<file path="src/rtl/pipe_stage_skid.sv">
// One-deep pipeline stage with a skid register: in_ready is registered so it never
// depends on out_ready in the same cycle, and the skid entry absorbs the one extra beat.
module pipe_stage_skid #(
    parameter int                DATA_W      = 128,
    parameter int                CTRL_W      = 16,
    parameter logic [CTRL_W-1:0] BUBBLE_CTRL = '0,
    parameter int                CNT_W       = 16
) (
    input  logic              clk,
    input  logic              rst_n,
    input  logic              in_valid,
    output logic              in_ready,
    input  logic [DATA_W-1:0] in_data,
    input  logic [CTRL_W-1:0] in_ctrl,
    input  logic              flush,
    output logic              out_valid,
    input  logic              out_ready,
    output logic [DATA_W-1:0] out_data,
    output logic [CTRL_W-1:0] out_ctrl,
    output logic [CNT_W-1:0]  stat_flush,
    output logic [CNT_W-1:0]  stat_stall
);

    typedef enum logic [1:0] {EMPTY, ONE, FULL} state_t;

    localparam logic [CNT_W-1:0] CNT_ONE = {{(CNT_W-1){1'b0}}, 1'b1};
    localparam logic [CNT_W-1:0] CNT_MAX = '1;

    state_t              state_q, state_d;
    logic                in_ready_q, out_valid_q;
    logic [DATA_W-1:0]   main_data_q, main_data_d, skid_data_q, skid_data_d;
    logic [CTRL_W-1:0]   main_ctrl_q, main_ctrl_d, skid_ctrl_q, skid_ctrl_d;
    logic [CNT_W-1:0]    stat_flush_q, stat_flush_d, stat_stall_q, stat_stall_d;
    logic                accept, drain;

    assign accept = in_valid & in_ready_q;
    assign drain  = out_valid_q & out_ready;

    always_comb begin
        state_d     = state_q;
        main_data_d = main_data_q;
        main_ctrl_d = main_ctrl_q;
        skid_data_d = skid_data_q;
        skid_ctrl_d = skid_ctrl_q;
        case (state_q)
            EMPTY: begin
                if (accept) begin
                    state_d     = ONE;
                    main_data_d = in_data;
                    main_ctrl_d = in_ctrl;
                end
            end
            ONE: begin
                if (accept && drain) begin
                    main_data_d = in_data;
                    main_ctrl_d = in_ctrl;
                end else if (accept) begin
                    state_d     = FULL;
                    skid_data_d = in_data;
                    skid_ctrl_d = in_ctrl;
                end else if (drain) begin
                    state_d     = EMPTY;
                    main_ctrl_d = BUBBLE_CTRL;
                end
            end
            FULL: begin
                if (drain) begin
                    state_d     = ONE;
                    main_data_d = skid_data_q;
                    main_ctrl_d = skid_ctrl_q;
                end
            end
            default: begin
                state_d     = EMPTY;
                main_ctrl_d = BUBBLE_CTRL;
            end
        endcase
        // Flush wins over everything; a drain in the same cycle has already been seen downstream.
        if (flush) begin
            state_d     = EMPTY;
            main_ctrl_d = BUBBLE_CTRL;
            skid_data_d = '0;
            skid_ctrl_d = '0;
        end
    end

    always_comb begin
        stat_flush_d = stat_flush_q;
        stat_stall_d = stat_stall_q;
        if (flush && stat_flush_q != CNT_MAX)
            stat_flush_d = stat_flush_q + CNT_ONE;
        if (out_valid_q && !out_ready && stat_stall_q != CNT_MAX)
            stat_stall_d = stat_stall_q + CNT_ONE;
    end

    always_ff @(posedge clk or negedge rst_n) begin
        if (!rst_n) begin
            state_q      <= EMPTY;
            in_ready_q   <= 1'b1;
            out_valid_q  <= 1'b0;
            main_data_q  <= '0;
            main_ctrl_q  <= BUBBLE_CTRL;
            skid_data_q  <= '0;
            skid_ctrl_q  <= '0;
            stat_flush_q <= '0;
            stat_stall_q <= '0;
        end else begin
            state_q      <= state_d;
            in_ready_q   <= (state_d != FULL);
            out_valid_q  <= (state_d != EMPTY);
            main_data_q  <= main_data_d;
            main_ctrl_q  <= main_ctrl_d;
            skid_data_q  <= skid_data_d;
            skid_ctrl_q  <= skid_ctrl_d;
            stat_flush_q <= stat_flush_d;
            stat_stall_q <= stat_stall_d;
        end
    end

    assign in_ready   = in_ready_q;
    assign out_valid  = out_valid_q;
    assign out_data   = main_data_q;
    assign out_ctrl   = main_ctrl_q;
    assign stat_flush = stat_flush_q;
    assign stat_stall = stat_stall_q;

endmodule

</file>
<file path="config.mk">
export PLATFORM = sky130hd
export DESIGN_NAME = pipe_stage_skid
export DESIGN_NICKNAME = d
export VERILOG_FILES = /design/src/rtl/pipe_stage_skid.sv
export SDC_FILE = /design/constraint.sdc
export NUM_CORES = 1
export LEC_CHECK = 0
export BUFFER_PORTS_ARGS = -buffer_cell sky130_fd_sc_hd__buf_2
export CELL_PAD_IN_SITES_DETAIL_PLACEMENT = 1
export CELL_PAD_IN_SITES_GLOBAL_PLACEMENT = 1
export CORE_AREA = 2 2 200 202
export DETAILED_ROUTE_END_ITERATION = 10
export DIE_AREA = 0 0 202 204
export GPL_TIMING_DRIVEN = 0
export PLACE_DENSITY = 0.75
export SLEW_MARGIN = 20
export SYNTH_ARGS = -nofsm -noshare
export SYNTH_HDL_FRONTEND = slang
export SYNTH_SLANG_ARGS = --single-unit
</file>
<file path="constraint.sdc">
create_clock -name clk -period 1.9 [get_ports clk]
set_input_delay 0.38 -clock clk [delete_from_list [all_inputs] [get_ports clk]]
set_output_delay 0.38 -clock clk [all_outputs]
set_load 0.02 [all_outputs]
</file>
==> metrics.md, run 1 <==
| Metric | Value |
|---|---|
| Setup-failing EPs final | 0 |
| Post-route DRC | 0 |
| Largest family of logic cells by synthesized area | simple AND/OR/NAND/NOR gates |
| Mapped Cells | 1550 |
| Sequential fraction of the synthesis area | 58.22% |
| Share of layout cells above drive strength 1 | 25.95% |
| Number of library cell types mapped by synthesis | 48 |
| Routed vias | 12700 |
| Post-Place Cells | 2403 |
| Overall routed net length | 47.47 mm |
| Netlist area before placement | 0.01393 sq mm |
| XOR/XNOR Fraction of Synth Area | 1.509% |
| CTS root buf | clkbuf_16 |
| DR pass1 iterations | 4 |
| Post-synthesis mux area share | 0.4672% |
| WL per Instance | 19.16 um |
| First-pass GRT wire length | 75.68 mm |
| Biggest area consumer among synthesized cells | dfrtp_1 |
| Setup TNS | 0 ns |
| Synth Area in Compound Gates | 14.35% |
| # Max-Cap Violations | 0 |
| Slew Limit Fails | 0 |
| DR vias/cell | 5.128 |
| Die ar. | 0.04121 sq mm |
| Power per Cell Area | 1152 mW/mm^2 |
| Clk Latency, worst-skew pair | 0.55 ns |
| Antenna-violating nets left | 0 |
| Clock buffer count from CTS | 38 |
| IR Drop Worst-Case VDD | 0.0005239 V |
| Syn nets | 1701 |
| H-tree depth | 2 |
| FFs w/ async S/R, synth | 100.0% |
| CP arrival | 2.25 ns |
| Slew @ Worst Pin | 0.7296 ns |
| Port-buffer cells | 325 |
| Cell family with the largest share of critical-path delay | simple AND/OR/NAND/NOR gates |
| YS warnings | 0 |
| EDFF count, synth | 0 |
| Most used DFF post-synth | dfrtp_1 |
| CP cell instances | ha_2 -> and2_4 -> a311oi_2 -> or4b_4 -> xnor2_1 |
| Ranking of synthesized cells by area | dfrtp_1, nand2_1, a31oi_1 |
| Core Area | 0.03918 sq mm |
| Worst Path Buf+Inv | 0 |
| GRT Residual Overflow | 0 |
| Critical-path top delay cell | or4b_4 |
| Final instance count without filler cells | 2477 |
| Syn avg cell area | 8.985 sq um |
| Site row count | 73 |
| Final core occ | 45.43% |
| Minimum clock period | 1.828 ns |
| Layout area overhead | 27.81% |
| Slew margin rel. | 51.36% |
| DRT iter0 DRCs | 692 |
| Final hold viol count | 0 |
| Critical Path RT | 2.32 ns |
| Commonest non-fill, non-tap cell in the layout | nand2_1 |
| Initial antenna violation count | 12 |
| GRT Overall Usage | 23.33% |
| Clock Skew | 0.01950 ns |
| Largest stage delay, worst path | 0.50 ns |
| Initial Utilization | 35.54% |
| TritonCTS clock tree | built |
| Adder-cell share of the synthesized area | 0.1797% |
| Clock slew at reported path FFs | 0.06 ns |
| GPL Wtd Cong | 0.8271 |
| Vias in the first global route | 13470 |
| Final-stage net count | 2073 |
| Hold WC Path Type | input pin to flop |
| CTS max path bufs | 3 |
| Flops & latches, synth | 324 |
| Crit Path Class | flop to flop |
| Crit share post-route | 96.23% |
| Worst Setup Start Kind | flop |
| Share of the synthesized area in the top cell type | 58.04% |
| Crit. End Element | flop |
| Lkg Pwr | 8.262 nW |
| Max Freq | 547.0 MHz |
| RSZ-0062 raised after global routing | no |
| Most frequent cells in the layout | nand2_1, buf_2, dfrtp_1 |
| DP HPWL | 33.68 mm |
| Clock sink count | 324 |
| Die Wd | 202 um |
| Maximum net fanout on the critical path | 4 |
| Simple-gate share of the synthesized area | 21.51% |
| Die Height | 204 um |
| Boundary Pins | 327 |
| Outcome | completed |
| Largest net degree at the start of global routing | 92 |
[metal layers]
metal	vias to the layer above	track usage (%)	share of wire (%)
met5	-	0	0.14
met4	10	7.957	2.7
met3	80	5.772	6.0
met2	284	38.67	48
met1	6377	29.86	43
li1	5952	-	-
[what timing repair did]
item,4_1_cts,5_1_grt
cloned,0,0
pin swaps,3,3
buffers inserted,5,0
hold endpoints to repair,87,0
gates resized for setup,43,56
hold buffers,1,0
setup endpoints to repair,285,345
[per-stage QoR]
stage / hold WS, ns / area, sq um / power, mW / setup slack (ns)
floorplan: 0.08441 / 13930 / 11.31 / 0.01213
global placement: 0.4782 / 16210 / 13.26 / -6.686
detailed placement: 0.4462 / 16310 / 13.44 / -0.5326
CTS: 0.03725 / 17670 / 20.73 / -0.01126
global route: 0.06485 / 17790 / 21.52 / 0.001836
finish: 0.07072 / 17800 / 20.50 / 0.07171
[worst min-delay path: stages]
cell and delay (ns):
buf_2 0.10, nand2_1 0.05, a21oi_1 0.05
[power by group]
| part | switching [mW] | leakage, nW | internal [mW] |
|---|---|---|---|
| clock | 2.92 | 0.588 | 4.19 |
| combinational | 3.22 | 3.58 | 1.65 |
| sequential | 0.634 | 4.09 | 7.89 |
[cells in the mapped netlist, types with 2 or more instances]
master,instances
xor2_1,5
a31oi_1,128
a21oi_1,151
buf_2,62
mux2i_1,2
xnor2_1,19
ha_1,2
clkbuf_1,37
o2111ai_1,2
buf_4,3
and4_1,6
a41oi_1,2
buf_1,8
mux2_2,4
nor2_1,137
nand4_1,12
and3_1,8
dfrtp_1,323
nand2b_1,2
a22o_1,32
a21oi_2,2
nand3_1,14
inv_1,3
nand2_1,562
[state kept, by name (all words and copies together) (netlist names)]
signal	count
skid_ctrl_q	16
out_data	128
out_valid	1
in_ready	1
stat_flush	16
out_ctrl	16
skid_data_q	128
stat_stall	16
state_q	2
[cell type report]
type	instances	area, sq um
fill	4635	21380
timing repair buffer	334	1784
clock inverter	6	36.28
antenna	6	15.01
buffer	109	664.4
inverter	3	11.26
sequential	324	8113
tap	525	656.9
multi-input combinational	1112	5359
clock buffer	58	1160
[path summary, 6_finish.rpt]
kind,slack (ns),depth (start not counted),endpoint,from
max,0.07,5,stat_stall[15],stat_stall[0]
min,0.07,3,skid_data_q[40],in_data[40]
max reg2reg,0.07,5,stat_stall[15],stat_stall[0]
min reg2reg,0.50,1,stat_stall[0],stat_stall[0]
max in group asynchronous,0.29,4,skid_data_q[10],rst_n
min in group asynchronous,0.37,2,skid_ctrl_q[8],rst_n
[cell families after synthesis]
family	count (synthesis)
AO/OA/AOI/OAI	327
adder cells (fa/ha/maj)	2
flip-flops	324
buffers and inverters	114
AND/OR/NAND/NOR	753
multiplexers	6
XOR/XNOR	24
(Power assumes the default switching activity.)
==> inputs of run 2 (changes only) <==
--- a/config.mk
+++ b/config.mk
@@ -5,7 +5,7 @@
 export SDC_FILE = /design/constraint.sdc
 export NUM_CORES = 1
 export LEC_CHECK = 0
-export BUFFER_PORTS_ARGS = -buffer_cell sky130_fd_sc_hd__buf_2
+export BUFFER_PORTS_ARGS = -buffer_cell sky130_fd_sc_hd__buf_4
 export CELL_PAD_IN_SITES_DETAIL_PLACEMENT = 1
 export CELL_PAD_IN_SITES_GLOBAL_PLACEMENT = 1
 export CORE_AREA = 2 2 200 202
@@ -13,6 +13,7 @@
 export DIE_AREA = 0 0 202 204
 export GPL_TIMING_DRIVEN = 0
 export PLACE_DENSITY = 0.75
+export SKIP_LAST_GASP = 1
 export SLEW_MARGIN = 20
 export SYNTH_ARGS = -nofsm -noshare
 export SYNTH_HDL_FRONTEND = slang
==> run 2 against run 1 <==
  * Maximum frequency is 1.6% lower
  * Non-clock buffer count unchanged
  * Core utilization up 2.3 points
  * Largest power group unchanged
  * Sequential share of layout area decreased by 2.2 points
  * Setup slack got worse by 0.029 ns
  * Combinational power grew 13%
  * Critical path depth stayed put
  * Global-route usage grew 0.45 points
  * Highest routed layer is now met4
==> metrics.md, run 2 (same netlist as run 1, synthesis figures left out) <==
| Metric | Value |
|---|---|
| Final-stage net count | 2074 (+0.048%) |
| Worst R2R Setup Slack | 0.04 ns (-0.03 ns) |
| Place WS | -0.4547 ns (+0.07792 ns) |
| Multi-input gate area | 0.005376 sq mm (+0.33%) |
| Final instance count without filler cells | 2481 (+0.16%) |
| Slew margin rel. | 33.03% (-18 points) |
| Most frequent cells in the layout | nand2_1, buf_4, dfrtp_1 |
| Die Wd | 202 um (unchanged) |
| DRT iter0 DRCs | 646 (-6.6%) |
| Layout area overhead | 34.37% |
| CP arrival | 2.25 ns (about the same) |
| Clock Skew | 0.02168 ns (+0.002183 ns) |
| Largest net degree at the start of global routing | 93 (+1.1%) |
| Crit. Startpoint | flush |
| Crit. End Element | flop |
| Worst Setup Start Kind | input pin |
| Clock buffer count from CTS | 39 (+2.6%) |
| Clock sink count | 324 (unchanged) |
| Initial antenna violation count | 5 (-7) |
| Pint | 14.80 mW (+7.8%) |
| DR pass1 iterations | 4 (unchanged) |
| Worst r2r src | state_q[1] |
| Post-route DRC | 0 (unchanged) |
| Slew Limit Fails | 0 (unchanged) |
| Power per Cell Area | 1163 mW/mm^2 (+0.95%) |
| IR Drop Worst-Case VDD | 0.0006537 V (+25%) |
| GRT Overall Usage | 23.79% (+0.45 points) |
| Initial Utilization | 35.54% (unchanged) |
| Die ar. | 0.04121 sq mm (unchanged) |
| Critical Path RT | 2.29 ns (-0.03 ns) |
| Commonest non-fill, non-tap cell in the layout | nand2_1 |
| Hold slack | 0.08229 ns (+0.01156 ns) |
| Hold Path Stages | 3 (unchanged) |
| Port-buffer cells | 325 (unchanged) |
| Max Freq | 538.3 MHz (-1.6%) |
| Minimum clock period | 1.858 ns (+0.02949 ns) |
| WHS Endpoint | skid_data_q[42] |
| Antenna-violating nets left | 0 (unchanged) |
| GRT Residual Overflow | 0 (unchanged) |
| GPL Wtd Cong | 0.8355 (+1.0%) |
| TritonCTS clock tree | built |
| Worst hold start | in_data[42] |
| Clk pwr share | 35.3% (+0.6 points) |
| CTS max path bufs | 3 (unchanged) |
| Sequential Power Share | 39.4% (-2.2 points) |
| Vias in the first global route | 13610 (+1.1%) |
| Lkg Pwr | 8.585 nW (+3.9%) |
| DR vias/cell | 5.150 (+0.41%) |
| DP HPWL | 34.56 mm (+2.6%) |
| FF-to-FF End | out_data[35] |
| Register area | 0.008113 sq mm (unchanged) |
| Boundary Pins | 327 (unchanged) |
| Placed instance area | 0.01712 sq mm (+5.0%) |
| WL per Instance | 19.85 um (+3.6%) |
| Share of layout cells above drive strength 1 | 25.94% (about the same) |
| Slew @ Worst Pin | 1.005 ns (+0.2750 ns) |
| Site row count | 73 (unchanged) |
| Die Height | 204 um (unchanged) |
| Setup-failing EPs final | 0 (unchanged) |
| Power Total | 21.76 mW (+6.1%) |
| Setup TNS | 0 ns (unchanged) |
| Final WS setup | 0.04222 ns (-0.02949 ns) |
| CTS root buf | clkbuf_16 |
| First-pass GRT wire length | 77.38 mm (+2.3%) |
| Routed vias | 12780 (+0.57%) |
| Overall routed net length | 49.24 mm (+3.7%) |
| Combinational share of power | 25.2% (+1.5 points) |
| Core Area | 0.03918 sq mm (unchanged) |
| Outcome | completed |
| Maximum net fanout on the critical path | 10 (+6) |
| Fillers | 4542 (-2.0%) |
| Final core occ | 47.76% (+2.3 points) |
| Final Instance Area | 0.01871 sq mm (+5.1%) |
| Final hold viol count | 0 (unchanged) |
| Crit Path Class | input pin to flop |
| Clock slew at reported path FFs | 0.06 ns (about the same) |
| Clk Latency, worst-skew pair | 0.54 ns (about the same) |
| # Max-Cap Violations | 0 (unchanged) |
| Post-Place Cells | 2403 (unchanged) |
| RSZ-0062 raised after global routing | yes |
| Switching Share | 31.95% (-1.1 points) |
| Worst r2r path cells | 6 (+1) |
| Hold WC Path Type | input pin to flop |
| H-tree depth | 2 (unchanged) |
| Crit share post-route | 97.78% (+1.6 points) |
| P_sw | 6.951 mW (+2.7%) |
-- run 2: critical path, cell delays in order --
cell and delay, ns:
buf_4 0.15, buf_2 0.27, clkbuf_1 0.78, clkbuf_1 0.54
a21oi_1 0.11
-- run 2: layout make-up --
type / count / area share, %
tap: 525 / 3.510
clock inverter: 7 / 0.6084
sequential: 324 / 43.35
clock buffer: 62 / 6.385
buffer: 108 / 3.410
inverter: 3 / 0.06017
multi-input combinational: 1112 / 28.73
timing repair buffer: 335 / 13.88
antenna: 5 / 0.06686
-- run 2: worst max-delay path by stage --
stage                            to  slack [ns]  cells past startpoint
floorplan            stat_stall[15]        0.01                      5
global placement      stat_stall[0]       -3.11                      1
detailed placement  skid_data_q[38]       -0.45                      5
CTS                   out_data[118]       -0.02                      6
global route           out_data[35]       -0.08                      7
finish              skid_data_q[38]        0.04                      5
-- run 2: power by group through the flow --
| stage | Combinational [mW] | Sequential, mW | Clock, mW |
|---|---|---|---|
| floorplan | 1.69 | 9.62 | 0 |
| global placement | 5.23 | 8.64 | 0 |
| detailed placement | 5.38 | 8.69 | 0 |
| CTS | 5.47 | 8.59 | 7.84 |
| global route | 5.92 | 8.72 | 8.13 |
| finish | 5.49 | 8.58 | 7.69 |
-- run 2: per-layer routing --
layer  part of all wire, %  GRT usage (%)  vias to the layer above
met5                     0              0                        -
met1                    42          30.14                     6444
met3                   6.6          6.122                       87
met4                   2.9          7.721                        0
met2                    48          39.80                      299
li1                      -              -                     5946
-- run 2: timing repair --
action	4_1_cts	5_1_grt
setup buffers	3	3
endpoints found under the setup margin	285	273
gates resized for setup	34	53
hold buffers	1	0
hold endpoints to repair	54	0
pin swaps	3	1
==> inputs of run 3 (changes only) <==
--- a/config.mk
+++ b/config.mk
@@ -8,9 +8,9 @@
 export BUFFER_PORTS_ARGS = -buffer_cell sky130_fd_sc_hd__buf_4
 export CELL_PAD_IN_SITES_DETAIL_PLACEMENT = 1
 export CELL_PAD_IN_SITES_GLOBAL_PLACEMENT = 1
-export CORE_AREA = 2 2 200 202
+export CORE_AREA = 8 8 206 208
 export DETAILED_ROUTE_END_ITERATION = 10
-export DIE_AREA = 0 0 202 204
+export DIE_AREA = 0 0 214 216
 export GPL_TIMING_DRIVEN = 0
 export PLACE_DENSITY = 0.75
 export SKIP_LAST_GASP = 1
==> run 3 against run 2 <==
  * Non-clock buffer count did not move
  * Sequential share of layout area fell by 0.11 points
  * Sequential cell count unchanged
  * Setup slack improved by 0.032 ns
  * Largest power group unchanged
  * Critical path depth unchanged
  * Core utilization grew 0.11 points
  * Via count hardly changed
  * Clock skew down 0.011 ns
  * Maximum frequency increased by 1.7%
==> metrics.md, run 3 (same netlist as run 1, synthesis figures left out) <==
| Metric | Value |
|---|---|
| Outcome | completed |
| Power per Cell Area | 1178 mW/mm^2 (+1.4%) |
| Critical Path RT | 2.37 ns (+0.08 ns) |
| Worst R2R Setup Slack | 0.07 ns (+0.03 ns) |
| Lkg Pwr | 8.609 nW (+0.28%) |
| Slew margin rel. | 42.48% (+9.5 points) |
| Setup-failing EPs final | 0 (unchanged) |
| Post-Place Cells | 2403 (unchanged) |
| WL per Instance | 20.46 um (+3.1%) |
| Final hold viol count | 0 (unchanged) |
| Clock Skew | 0.01027 ns (-0.01141 ns) |
| CP cell instances | nand4_1 -> a21oi_2 -> buf_2 -> a22o_1 -> a22o_1 |
| Crit path to | out_ctrl[7] |
| Site row count | 73 (unchanged) |
| Initial Utilization | 35.54% (unchanged) |
| Crit Path Class | flop to flop |
| GRT Residual Overflow | 0 (unchanged) |
| Final instance count without filler cells | 2477 (-0.16%) |
| # Max-Cap Violations | 0 (unchanged) |
| ANT cells | 0 (-5) |
| DR vias/cell | 5.162 (+0.25%) |
| Largest stage delay, worst path | 0.60 ns (-0.18 ns) |
| DR pass1 iterations | 5 (+1) |
| RSZ-0062 raised after global routing | yes |
| Initial antenna violation count | 3 (-2) |
| DRT iter0 DRCs | 704 (+9.0%) |
| H-tree depth | 2 (unchanged) |
| Vias in the first global route | 13800 (+1.4%) |
| Overall routed net length | 50.67 mm (+2.9%) |
| GRT Overall Usage | 21.40% (-2.4 points) |
| Core Area | 0.03918 sq mm (unchanged) |
| Crit. Startpoint | in_ready |
| Crit. End Element | flop |
| CTS root buf | clkbuf_16 |
| Worst r2r path cells | 5 (-1) |
| Minimum clock period | 1.826 ns (-0.03191 ns) |
| Most frequent cells in the layout | nand2_1, buf_4, dfrtp_1 |
| Critical-path top delay cell | dfstp_2 |
| Boundary Pins | 327 (unchanged) |
| Final-stage net count | 2073 (-0.048%) |
| Worst r2r src | in_ready |
| Antenna-violating nets left | 0 (unchanged) |
| Clock slew at reported path FFs | 0.06 ns (about the same) |
| Die Height | 216 um (+5.9%) |
| Die ar. | 0.04622 sq mm (+12%) |
| Layout area overhead | 34.70% |
| Share of layout cells above drive strength 1 | 26.23% (+0.29 points) |
| Max Freq | 547.7 MHz (+1.7%) |
| CP arrival | 2.30 ns (+0.05 ns) |
| Worst Setup Start Kind | flop |
| Cell mode on critical path | a22o_1 |
| Maximum net fanout on the critical path | 10 (unchanged) |
| Hold WC Path Type | input pin to flop |
| Clock buffer count from CTS | 38 (-2.6%) |
| IR Drop Worst-Case VDD | 0.0007210 V (+10%) |
| DP HPWL | 36.21 mm (+4.8%) |
| GPL Wtd Cong | 0.8078 (-3.3%) |
| CTS max path bufs | 3 (unchanged) |
| Clk Latency, worst-skew pair | 0.55 ns (about the same) |
| Commonest non-fill, non-tap cell in the layout | nand2_1 |
| Port-buffer cells | 325 (unchanged) |
| FF-to-FF End | out_ctrl[7] |
| Largest net degree at the start of global routing | 93 (unchanged) |
| Power Total | 22.11 mW (+1.6%) |
| First-pass GRT wire length | 79.59 mm (+2.9%) |
| Post-route DRC | 0 (unchanged) |
| Crit share post-route | 96.10% (-1.7 points) |
| Die Wd | 214 um (+5.9%) |
| Clock sink count | 324 (unchanged) |
| Slew Limit Fails | 0 (unchanged) |
| Routed vias | 12790 (+0.086%) |
| TritonCTS clock tree | built |
| Slew @ Worst Pin | 0.8628 ns (-0.1418 ns) |
[run 3: through the flow]
step	utilization (%)	cell area [sq um]	hold WS [ns]	setup WS (ns)	setup TNS, ns
finish	47.88	18760	0.08613	0.07413	0
global route	47.88	18760	0.06775	-0.03787	-0.2770
CTS	47.54	18630	0.05178	0.001557	0
detailed placement	43.68	17120	0.3613	-0.4412	-70.62
global placement	43.45	17030	0.4826	-3.037	-933.47
floorplan	-	13930	0.08441	0.01213	0
[run 3: repair_timing]
item,4_1_cts,5_1_grt
setup endpoints to repair,285,196
pin swaps,4,2
endpoints found under the hold margin,58,0
resized for setup,31,53
setup buffers,4,1
hold buffers,1,0
[run 3: how the worst min path moves through the flow]
stage / startpoint / end / slack (ns) / depth (start not counted)
floorplan: rst_n / out_ctrl[0] / 0.08 / 0
global placement: stat_stall[0] / stat_stall[0] / 0.48 / 1
detailed placement: rst_n / out_ctrl[7] / 0.36 / 1
CTS: in_data[111] / skid_data_q[111] / 0.05 / 3
global route: in_data[12] / skid_data_q[12] / 0.07 / 3
finish: in_data[126] / skid_data_q[126] / 0.09 / 3
[run 3: area by class of cell]
cell class | count | area (sq um)
clock buffers | 53 | 1161
multi-input cells | 1112 | 5358
plain buffers | 109 | 646.9
inverters | 3 | 11.26
clock inverters | 17 | 224.0
well taps | 525 | 656.9
fillers | 4537 | 20420
repair buffers | 334 | 2590
flip-flops and latches | 324 | 8112
[run 3: per-layer routing]
| metal | GRT usage [%] | share of wire (%) | vias up |
|---|---|---|---|
| li1 | - | - | 5939 |
| met1 | 26.48 | 43 | 6476 |
| met2 | 36.33 | 49 | 301 |
| met3 | 5.720 | 6.1 | 65 |
| met4 | 6.236 | 2.2 | 6 |
| met5 | 0 | 0.089 | - |
[run 3: power by group]
part	switching [mW]	internal, mW	leakage (nW)
logic	3.27	2.20	3.84
clock network	3.06	4.96	0.676
registers	0.725	7.89	4.09
[run 3: worst max-delay path, delay by kind of cell (launching register included)]
kind / cells / cell delay [ns]
AO/OA/AOI/OAI: 3 / 0.67
flip-flops: 1 / 0.60
buffers and inverters: 1 / 0.32
AND/OR/NAND/NOR: 1 / 0.16
